===== config.mk =====
export PLATFORM = sky130hd
export DESIGN_NAME = ps2_keyboard_rx
export DESIGN_NICKNAME = d
export VERILOG_FILES = /design/src/rtl/ps2_pkg.sv /design/src/rtl/ps2_fifo.sv /design/src/rtl/ps2_keyboard_rx.sv
export SDC_FILE = /design/constraint.sdc
export NUM_CORES = 1
export LEC_CHECK = 0
export ABC_AREA = 1
export CORE_ASPECT_RATIO = 1.5
export CORE_MARGIN = 8
export CORE_UTILIZATION = 45
export CTS_BUF_LIST = sky130_fd_sc_hd__clkbuf_16
export CTS_CLUSTER_DIAMETER = 50
export DETAILED_ROUTE_END_ITERATION = 12
export PLACE_DENSITY_LB_ADDON = 0.08
export SLEW_MARGIN = 20
export SYNTH_ARGS = -nofsm -noshare
export SYNTH_HDL_FRONTEND = slang
export SYNTH_SLANG_ARGS = --single-unit

===== constraint.sdc =====
create_clock -name clk -period 1.95 [get_ports clk]
set_clock_uncertainty 0.2 [all_clocks]
set_input_delay 0.39 -clock clk [delete_from_list [all_inputs] [get_ports clk]]
set_output_delay 0.39 -clock clk [all_outputs]
set_load 0.1 [all_outputs]

===== src/rtl/ps2_pkg.sv =====
// Shared PS/2 receiver definitions: frame-bit constants, scancode prefixes,
// frame FSM states and the queued scancode entry layout.
package ps2_pkg;

  localparam int         PS2_DATA_BITS = 8;
  localparam logic       PS2_START_BIT = 1'b0;
  localparam logic       PS2_STOP_BIT  = 1'b1;

  localparam logic [7:0] PS2_EXT = 8'hE0;
  localparam logic [7:0] PS2_BRK = 8'hF0;

  typedef enum logic [1:0] {
    ST_IDLE,
    ST_DATA,
    ST_PARITY,
    ST_STOP
  } ps2_state_e;

  typedef struct packed {
    logic       ext;
    logic       brk;
    logic [7:0] code;
  } ps2_entry_t;

  // Odd parity holds when data plus parity bit carry an odd number of ones.
  function automatic logic odd_parity_ok(input logic [7:0] data, input logic par);
    return ^{data, par};
  endfunction

endpackage


===== src/rtl/ps2_fifo.sv =====
// Parametrised synchronous FIFO; the head word is read asynchronously so it is
// presented in the same cycle the FIFO becomes non-empty.
module ps2_fifo #(
  parameter int DEPTH = 8,
  parameter int WIDTH = 10
) (
  input  logic                     clk,
  input  logic                     reset,
  input  logic                     i_push,
  input  logic [WIDTH-1:0]         i_data,
  input  logic                     i_pop,
  output logic [WIDTH-1:0]         o_data,
  output logic                     o_full,
  output logic                     o_empty,
  output logic [$clog2(DEPTH):0]   o_count
);

  localparam int AW = $clog2(DEPTH);

  logic [WIDTH-1:0] r_mem [DEPTH];
  logic [AW-1:0]    r_wr_ptr;
  logic [AW-1:0]    r_rd_ptr;
  logic [AW:0]      r_count;
  logic             w_do_push;
  logic             w_do_pop;

  assign o_full    = (r_count == (AW+1)'(DEPTH));
  assign o_empty   = (r_count == '0);
  assign w_do_pop  = i_pop && !o_empty;
  // A full FIFO still accepts a push when the head leaves in the same cycle.
  assign w_do_push = i_push && (!o_full || w_do_pop);

  always_ff @(posedge clk) begin
    if (w_do_push) begin
      r_mem[r_wr_ptr] <= i_data;
    end
  end

  always_ff @(posedge clk) begin
    if (reset) begin
      r_wr_ptr <= '0;
      r_rd_ptr <= '0;
      r_count  <= '0;
    end else begin
      if (w_do_push) begin
        r_wr_ptr <= r_wr_ptr + AW'(1);
      end
      if (w_do_pop) begin
        r_rd_ptr <= r_rd_ptr + AW'(1);
      end
      case ({w_do_push, w_do_pop})
        2'b10:   r_count <= r_count + (AW+1)'(1);
        2'b01:   r_count <= r_count - (AW+1)'(1);
        default: r_count <= r_count;
      endcase
    end
  end

  assign o_data  = r_mem[r_rd_ptr];
  assign o_count = r_count;

endmodule


===== src/rtl/ps2_keyboard_rx.sv =====
// PS/2 keyboard receiver: synchronises the device lines, deframes 11-bit
// frames, folds E0/F0 prefixes into flags and queues decoded scancodes.
module ps2_keyboard_rx
  import ps2_pkg::*;
#(
  parameter int FIFO_DEPTH     = 8,
  parameter int SYNC_STAGES    = 3,
  parameter int TIMEOUT_CYCLES = 50000
) (
  input  logic                          clk,
  input  logic                          reset,
  input  logic                          ps2_clk,
  input  logic                          ps2_data,
  output logic                          key_valid,
  input  logic                          key_ready,
  output logic [7:0]                    key_code,
  output logic                          key_ext,
  output logic                          key_break,
  output logic [$clog2(FIFO_DEPTH):0]   fifo_count,
  output logic                          frame_err,
  output logic                          overflow
);

  localparam int WDW = $clog2(TIMEOUT_CYCLES + 1);

  logic [SYNC_STAGES-1:0] r_clk_sync;
  logic [SYNC_STAGES-1:0] r_data_sync;
  logic                   r_clk_prev;
  logic                   w_fall;
  logic                   w_bit;

  ps2_state_e             r_state;
  ps2_state_e             w_state_next;
  logic [2:0]             r_bit_cnt;
  logic [7:0]             r_shift;
  logic                   r_parity;
  logic [WDW-1:0]         r_wdog;
  logic                   w_timeout;
  logic                   w_stop_good;
  logic                   w_stop_bad;

  logic                   r_byte_vld;
  logic [7:0]             r_byte;
  logic                   r_ext;
  logic                   r_brk;
  logic                   r_frame_err;
  logic                   r_overflow;

  logic                   w_push;
  logic                   w_pop;
  ps2_entry_t             w_entry;
  logic [$bits(ps2_entry_t)-1:0] w_head_bits;
  ps2_entry_t             w_head;
  logic                   w_full;
  logic                   w_empty;

  always_ff @(posedge clk) begin
    if (reset) begin
      r_clk_sync  <= '1;
      r_data_sync <= '1;
      r_clk_prev  <= 1'b1;
    end else begin
      r_clk_sync  <= {r_clk_sync[SYNC_STAGES-2:0], ps2_clk};
      r_data_sync <= {r_data_sync[SYNC_STAGES-2:0], ps2_data};
      r_clk_prev  <= r_clk_sync[SYNC_STAGES-1];
    end
  end

  assign w_fall = r_clk_prev && !r_clk_sync[SYNC_STAGES-1];
  assign w_bit  = r_data_sync[SYNC_STAGES-1];

  assign w_timeout = (r_state != ST_IDLE) && !w_fall &&
                     (r_wdog == WDW'(TIMEOUT_CYCLES - 1));

  always_ff @(posedge clk) begin
    if (reset) begin
      r_state <= ST_IDLE;
    end else begin
      r_state <= w_state_next;
    end
  end

  always_comb begin
    w_state_next = r_state;
    w_stop_good  = 1'b0;
    w_stop_bad   = 1'b0;
    if (w_timeout) begin
      w_state_next = ST_IDLE;
    end else if (w_fall) begin
      case (r_state)
        ST_IDLE: begin
          if (w_bit == PS2_START_BIT) begin
            w_state_next = ST_DATA;
          end
        end
        ST_DATA: begin
          if (r_bit_cnt == 3'(PS2_DATA_BITS - 1)) begin
            w_state_next = ST_PARITY;
          end
        end
        ST_PARITY: w_state_next = ST_STOP;
        ST_STOP: begin
          w_state_next = ST_IDLE;
          if (odd_parity_ok(r_shift, r_parity) && (w_bit == PS2_STOP_BIT)) begin
            w_stop_good = 1'b1;
          end else begin
            w_stop_bad = 1'b1;
          end
        end
        default: w_state_next = ST_IDLE;
      endcase
    end
  end

  // The 3-bit counter wraps back to 0 on the 8th data edge, ready for the next frame.
  always_ff @(posedge clk) begin
    if (reset || w_timeout) begin
      r_bit_cnt <= '0;
      r_wdog    <= '0;
    end else begin
      if (w_fall && (r_state == ST_DATA)) begin
        r_bit_cnt <= r_bit_cnt + 3'd1;
      end
      if ((r_state == ST_IDLE) || w_fall) begin
        r_wdog <= '0;
      end else begin
        r_wdog <= r_wdog + WDW'(1);
      end
    end
  end

  always_ff @(posedge clk) begin
    if (reset) begin
      r_shift  <= '0;
      r_parity <= 1'b0;
    end else if (w_fall) begin
      if (r_state == ST_DATA) begin
        r_shift <= {w_bit, r_shift[7:1]};
      end
      if (r_state == ST_PARITY) begin
        r_parity <= w_bit;
      end
    end
  end

  always_ff @(posedge clk) begin
    if (reset) begin
      r_byte_vld  <= 1'b0;
      r_byte      <= '0;
      r_frame_err <= 1'b0;
    end else begin
      r_byte_vld  <= w_stop_good;
      r_frame_err <= w_stop_bad || w_timeout;
      if (w_stop_good) begin
        r_byte <= r_shift;
      end
    end
  end

  // Prefix flags accumulate across E0/F0 bytes and are consumed by the next scancode.
  always_ff @(posedge clk) begin
    if (reset || w_stop_bad || w_timeout) begin
      r_ext <= 1'b0;
      r_brk <= 1'b0;
    end else if (r_byte_vld) begin
      if (r_byte == PS2_EXT) begin
        r_ext <= 1'b1;
      end else if (r_byte == PS2_BRK) begin
        r_brk <= 1'b1;
      end else begin
        r_ext <= 1'b0;
        r_brk <= 1'b0;
      end
    end
  end

  assign w_push  = r_byte_vld && (r_byte != PS2_EXT) && (r_byte != PS2_BRK);
  assign w_entry = '{ext: r_ext, brk: r_brk, code: r_byte};
  assign w_pop   = key_valid && key_ready;

  always_ff @(posedge clk) begin
    if (reset) begin
      r_overflow <= 1'b0;
    end else begin
      r_overflow <= w_push && w_full && !w_pop;
    end
  end

  ps2_fifo #(
    .DEPTH (FIFO_DEPTH),
    .WIDTH ($bits(ps2_entry_t))
  ) u_fifo (
    .clk     (clk),
    .reset   (reset),
    .i_push  (w_push),
    .i_data  (w_entry),
    .i_pop   (w_pop),
    .o_data  (w_head_bits),
    .o_full  (w_full),
    .o_empty (w_empty),
    .o_count (fifo_count)
  );

  assign w_head    = ps2_entry_t'(w_head_bits);
  assign key_valid = !w_empty;
  // Head fields read as zero while nothing is queued.
  assign key_code  = key_valid ? w_head.code : 8'h00;
  assign key_ext   = key_valid && w_head.ext;
  assign key_break = key_valid && w_head.brk;
  assign frame_err = r_frame_err;
  assign overflow  = r_overflow;

endmodule


## Yosys cells after proc, flatten, opt, wreduce, memory -nomap -nowiden

Memory sizes are Yosys's and may differ from the RTL's. A register that Yosys moved wholly into a read port is not among the register bits.
Cells that the tools add are included.

| word-level totals | value |
|---|---|
| bits in registers | 60 |
| RAM bits | 80 |
| bits of input ports | 5 |
| output and inout bits | 17 |
| memories kept | 1 |

| cells by class | value |
|---|---|
| add/subtract/negate cells | 6 |
| eq/ne operators | 15 |
| muxes and demuxes | 20 |
| bitwise operators | 1 |
| reduce and logical (&&, ||, !) cells | 37 |

Memories:

| name | words | width | rd ports | clocked after Yosys merged registers in | wr ports | line | text |
|---|---|---|---|---|---|---|---|
| u_fifo.r_mem | 8 | 10 | 1 | 1 | 1 | ps2_fifo.sv:20 | `logic [WIDTH-1:0] r_mem [DEPTH];` |

Operator list:

| cell | count |
|---|---|
| $add 16x1->16 const B | 1 |
| $eq 16x16->1 const B | 1 |
| $eq 8x8->1 const B | 2 |
| $ne 8x8->1 const B | 2 |
| $logic_and 1x1->1 | 14 |
| $mux 1 | 13 |
| $add 3x1->3 const B | 3 |
| $reduce_xor 9->1 | 1 |
| $mux 8 | 1 |
| $pmux 2 s4 | 1 |
| $pmux 4 s2 | 1 |
| $reduce_and 2->1 | 4 |
| $eq 2x2->1 const B | 3 |
| $logic_or 1x1->1 | 6 |
| $mux 3 | 2 |
| $ne 2x2->1 const B | 3 |
| $logic_not 1->1 | 5 |
| $add 4x1->4 const B | 1 |
| $eq 2x1->1 const B | 2 |
| $eq 4x4->1 const B | 1 |
| $logic_not 4->1 | 1 |
| $mux 2 | 2 |
| $reduce_bool 2->1 | 2 |
| $reduce_or 2->1 | 2 |
| other kinds (5) | 5 |

## Depth between registers and ports, before layout

| depth | value |
|---|---|
| word-level depth | 8 |
| mapped depth | 15 |

## Hierarchy

Synthesis repeated with hierarchy kept, for this count alone.

| second synthesis, totals | value |
|---|---|
| cells, all modules | 661 |
| area, all modules | 6221.0 µm² |

Modules (own cells, without submodules):

| module | times used | cells an instance | area each (µm²) | seq. area each (µm²) |
|---|---|---|---|---|
| ps2_fifo | 1 | 322 | 3802.4 | 2662.6 |
| ps2_keyboard_rx | 1 | 339 | 2418.6 | 1001.0 |

## Least setup slack after synthesis

OpenSTA, ideal clock, no wires.

| timing | value |
|---|---|
| path type | reg2out |
| start point | register u_fifo.r_count[0] (netlist: u_fifo.o_count[0]) |
| end point | output key_code[0] |
| arrival time | 4.263 ns |
| data required time | 1.360 ns |
| slack | -2.903 ns |
| stages on the path, launching flop included | 8 |
| cell sequence | dfxtp_1 > inv_1 > nand2_1 > nor3_2 > inv_1 > clkbuf_1 > o21ai_0 > a31oi_1 |

| between the ends | value |
|---|---|
| word-level cells in the longest chain between the ends | 2 |

Ends and longest elaborated chain:

| what | line | text |
|---|---|---|
| start, declared | ps2_fifo.sv:23 | `logic [AW:0] r_count;` |
| start signal, assigned | ps2_fifo.sv:52 | `2'b10: r_count <= r_count + (AW+1)'(1);` |
| start signal, assigned | ps2_fifo.sv:53 | `2'b01: r_count <= r_count - (AW+1)'(1);` |
| start signal, assigned | ps2_fifo.sv:54 | `default: r_count <= r_count;` |
| $logic_not 4->1 | ps2_fifo.sv:28 | `assign o_empty = (r_count == '0);` |
| $mux 8 | ps2_keyboard_rx.sv:207 | `assign key_code = key_valid ? w_head.code : 8'h00;` |
| end, declared | ps2_keyboard_rx.sv:16 | `output logic [7:0] key_code,` |

No other way between the ends.

==> metrics <==
unrepaired setup endpoints after global routing=true; WS Path Type=reg2out; Row Count=52; register area=0.003696 sq mm; Core Area=roughly 0.013 sq mm; CP max stage cell=dfxtp_4; Synth Flop Type=edfxtp_1; crit path cell chain=buf_12 > buf_12 > nor2_1 > nor2_1 > o21ai_0 > a31oi_4 > buf_12; routability cong.=roughly 0.82; register area share after synthesis=59.90%; vias in the first global route=4866; Initial Util=between 40% and 50%; Synth top area share=39.28%; layout cells sized above 1=32.53%; setup TNS=-6.463 ns; IO Count=22; Reg clk slew, reported paths=0.06 ns; final hold vios=0; Yosys reg bits=143; Max FO, Critical Path=21; Comb pwr share=48.2%; grt ovf=0; placed insts=869; setup violators final=53; die area=between 0.015 and 0.02 sq mm; P_sw=5.154 mW; vias per inst=between 5 and 6; first-pass GRT wire length=about 24000 um; total number of vias=4698; Final HPWL DP=10660 um; Num Clock Sinks=143; Netlist cell types=35; total of max-cap violations=0; die height=roughly 160 um; status=finished with violations; Max Clock Freq=0.4123 GHz; Req. time, crit path=between 1 and 1.5 ns; final core utilization=62.75%; CP delay by family, top=buffers and inverters; wire per inst=15.73 um; Clk Latency, worst-skew pair=0.42 ns; Multi-input gate area=0.002572 sq mm; Post-Syn Nets=658; Layout Nets=754; Area Overhead vs Synth=37.52%; Seq pwr share=26.1%; Slew @ Worst Pin=around 0.56 ns; most numerous cell on the critical path=buf_12; Final period util=124.4%; CTS buffer count=17; internal power of the cells=about 7.7 mW; clock root buffer=clkbuf_16; Synth area leaders=edfxtp_1 39%, dfxtp_1 21%, nor2_1 7.2%, nand2_1 5.6%, o21ai_0 5.0%; Max transition margin=between 60% and 70%; # hold bufs at CTS=0; DRT iter0 DRCs=228; final critical-path required period=2.425 ns; mapped cell area=about 0.006 sq mm; Routed Antenna Nets=0; Layout Cells excl Fill=912; area leader, netlist=edfxtp_1; Async S/R FF share, synth=0%; Die Span X=approximately 110 um; P_leak=3.221 nW; Port Buffers=21; sw frac=about two fifths; Post-synth top cells=117 x nor2_1, 91 x nand2_1, 80 x edfxtp_1, 63 x dfxtp_1, 61 x o21ai_0; CTS tree=done; Fill cells=1066; synth warn=0; register-to-register setup slack=-0.12 ns; Setup WS post-layout=-0.4754 ns; Longest Clk Path Bufs=2; H-tree Lvls=4; syn_area_per_cell=9.541 sq um; Worst path max stage delay=0.39 ns; diodes inserted=0; crit end category=output port; largest net degree at the start of global routing=22; Crit path buffers/inverters=3; critical path data arrival time=1.84 ns; Synth Instances=641; cell area after layout=between 0.008 and 0.009 sq mm; failing checks=setup timing; maximum vdd drop=~1400 uV; Total GRT Usage=16.77%; worst min-delay path class=reg2reg; top-count cell post-synth=nor2_1; Post-synth EDFFs=80; Clk pwr share=25.8%; initial antenna violation count=0; DRC viols=0; placed cell area=0.007472 sq mm; CP Launch Type=flip-flop; areal power density over the cells=1525 mW/mm^2; Total Wirelength=14350 um; 1st-pass router iterations=4; max-slew violations=0
[flip-flops by register name, summed over array words and instances, names as in the netlist, named ones only]
signal           cells
u_fifo.r_rd_ptr      3
r_parity             1
u_fifo.r_wr_ptr      3
frame_err            1
r_state              2
u_fifo.r_mem        80
r_clk_sync           3
r_bit_cnt            3
r_byte_vld           1
r_ext                1
r_data_sync          3
r_brk                1
r_clk_prev           1
r_byte               8
r_shift              8
overflow             1
u_fifo.o_count       4
r_wdog              16
[cells in the final DEF (no fill, tap or decap), drive strengths merged, types with 2 or more instances in the layout]
cell and n:
nor3 15, xnor2 2, a21oi 29, o21ai 64, nand2 101, clkdlybuf4s50 4
o22ai 10, clkinv 6, buf 93, nor3b 5, clkinvlp 2, xor2 5
edfxtp 80, a31oi 10, ha 11, nand3 24, dfxtp 63, clkbuf 17
nand4 13, bufinv 3, nor2 124, inv 58, or2 7
[through the flow]
step	setup slack (ns)	total power [mW]	hold slack, ns
detailed placement	-0.4451	9.308	0.1983
global route	-0.6080	13.34	0.2282
finish	-0.4754	12.83	0.2099
global placement	-0.3493	9.258	0.1914
floorplan	-0.3937	7.107	0.1895
CTS	-0.5051	12.74	0.2126
[path summary, 6_finish.rpt]
check / cells after the start / start / to
max: 7 / flip-flop / key_code[0]
min: 1 / r_data_sync[0] / r_data_sync[1]
max reg2reg: 15 / u_fifo.o_count[1] / u_fifo.o_count[3]
min reg2reg: 1 / r_data_sync[0] / r_data_sync[1]
[final cells by class]
type / instances / share of cell area, %
inverter: 54 / 2.589
tap: 162 / 2.410
sequential: 143 / 43.95
timing repair buffer: 97 / 13.20
clock buffer: 17 / 5.058
clock inverter: 15 / 2.217
multi-input combinational: 424 / 30.59
[logic make-up after synthesis]
| group | share of synthesized area (%) |
|---|---|
| compound gates | 9.902 |
| xor+xnor | 1.002 |
| fa+ha+maj | 2.578 |
| buf+inv | 4.726 |
| flops | 59.90 |
| simple gates | 21.89 |
[power groups by stage]
stage,registers [mW],clock network [mW],logic (mW)
2_1_floorplan,3.62,0,3.48
3_3_place_gp,3.38,0,5.88
3_5_place_dp,3.38,0,5.92
4_1_cts,3.34,3.37,6.03
5_1_grt,3.35,3.50,6.50
6_report,3.34,3.30,6.18
[timing repair]
item                                    4_1_cts  5_1_grt
pin swaps                                    19       14
endpoints found under the hold margin         0        0
buffers inserted                              3       10
cloned                                        1        0
resized for setup                            55       35
endpoints found under the setup margin       94       95
[metal layers]
layer,up-vias,share of wire [%],GRT usage (%)
li1,2376,-,-
met1,2211,37,16.03
met2,86,56,32.16
met3,25,3.6,4.374
met4,0,3.0,7.547
met5,-,0,0
Power figures use the tool's default switching activity.
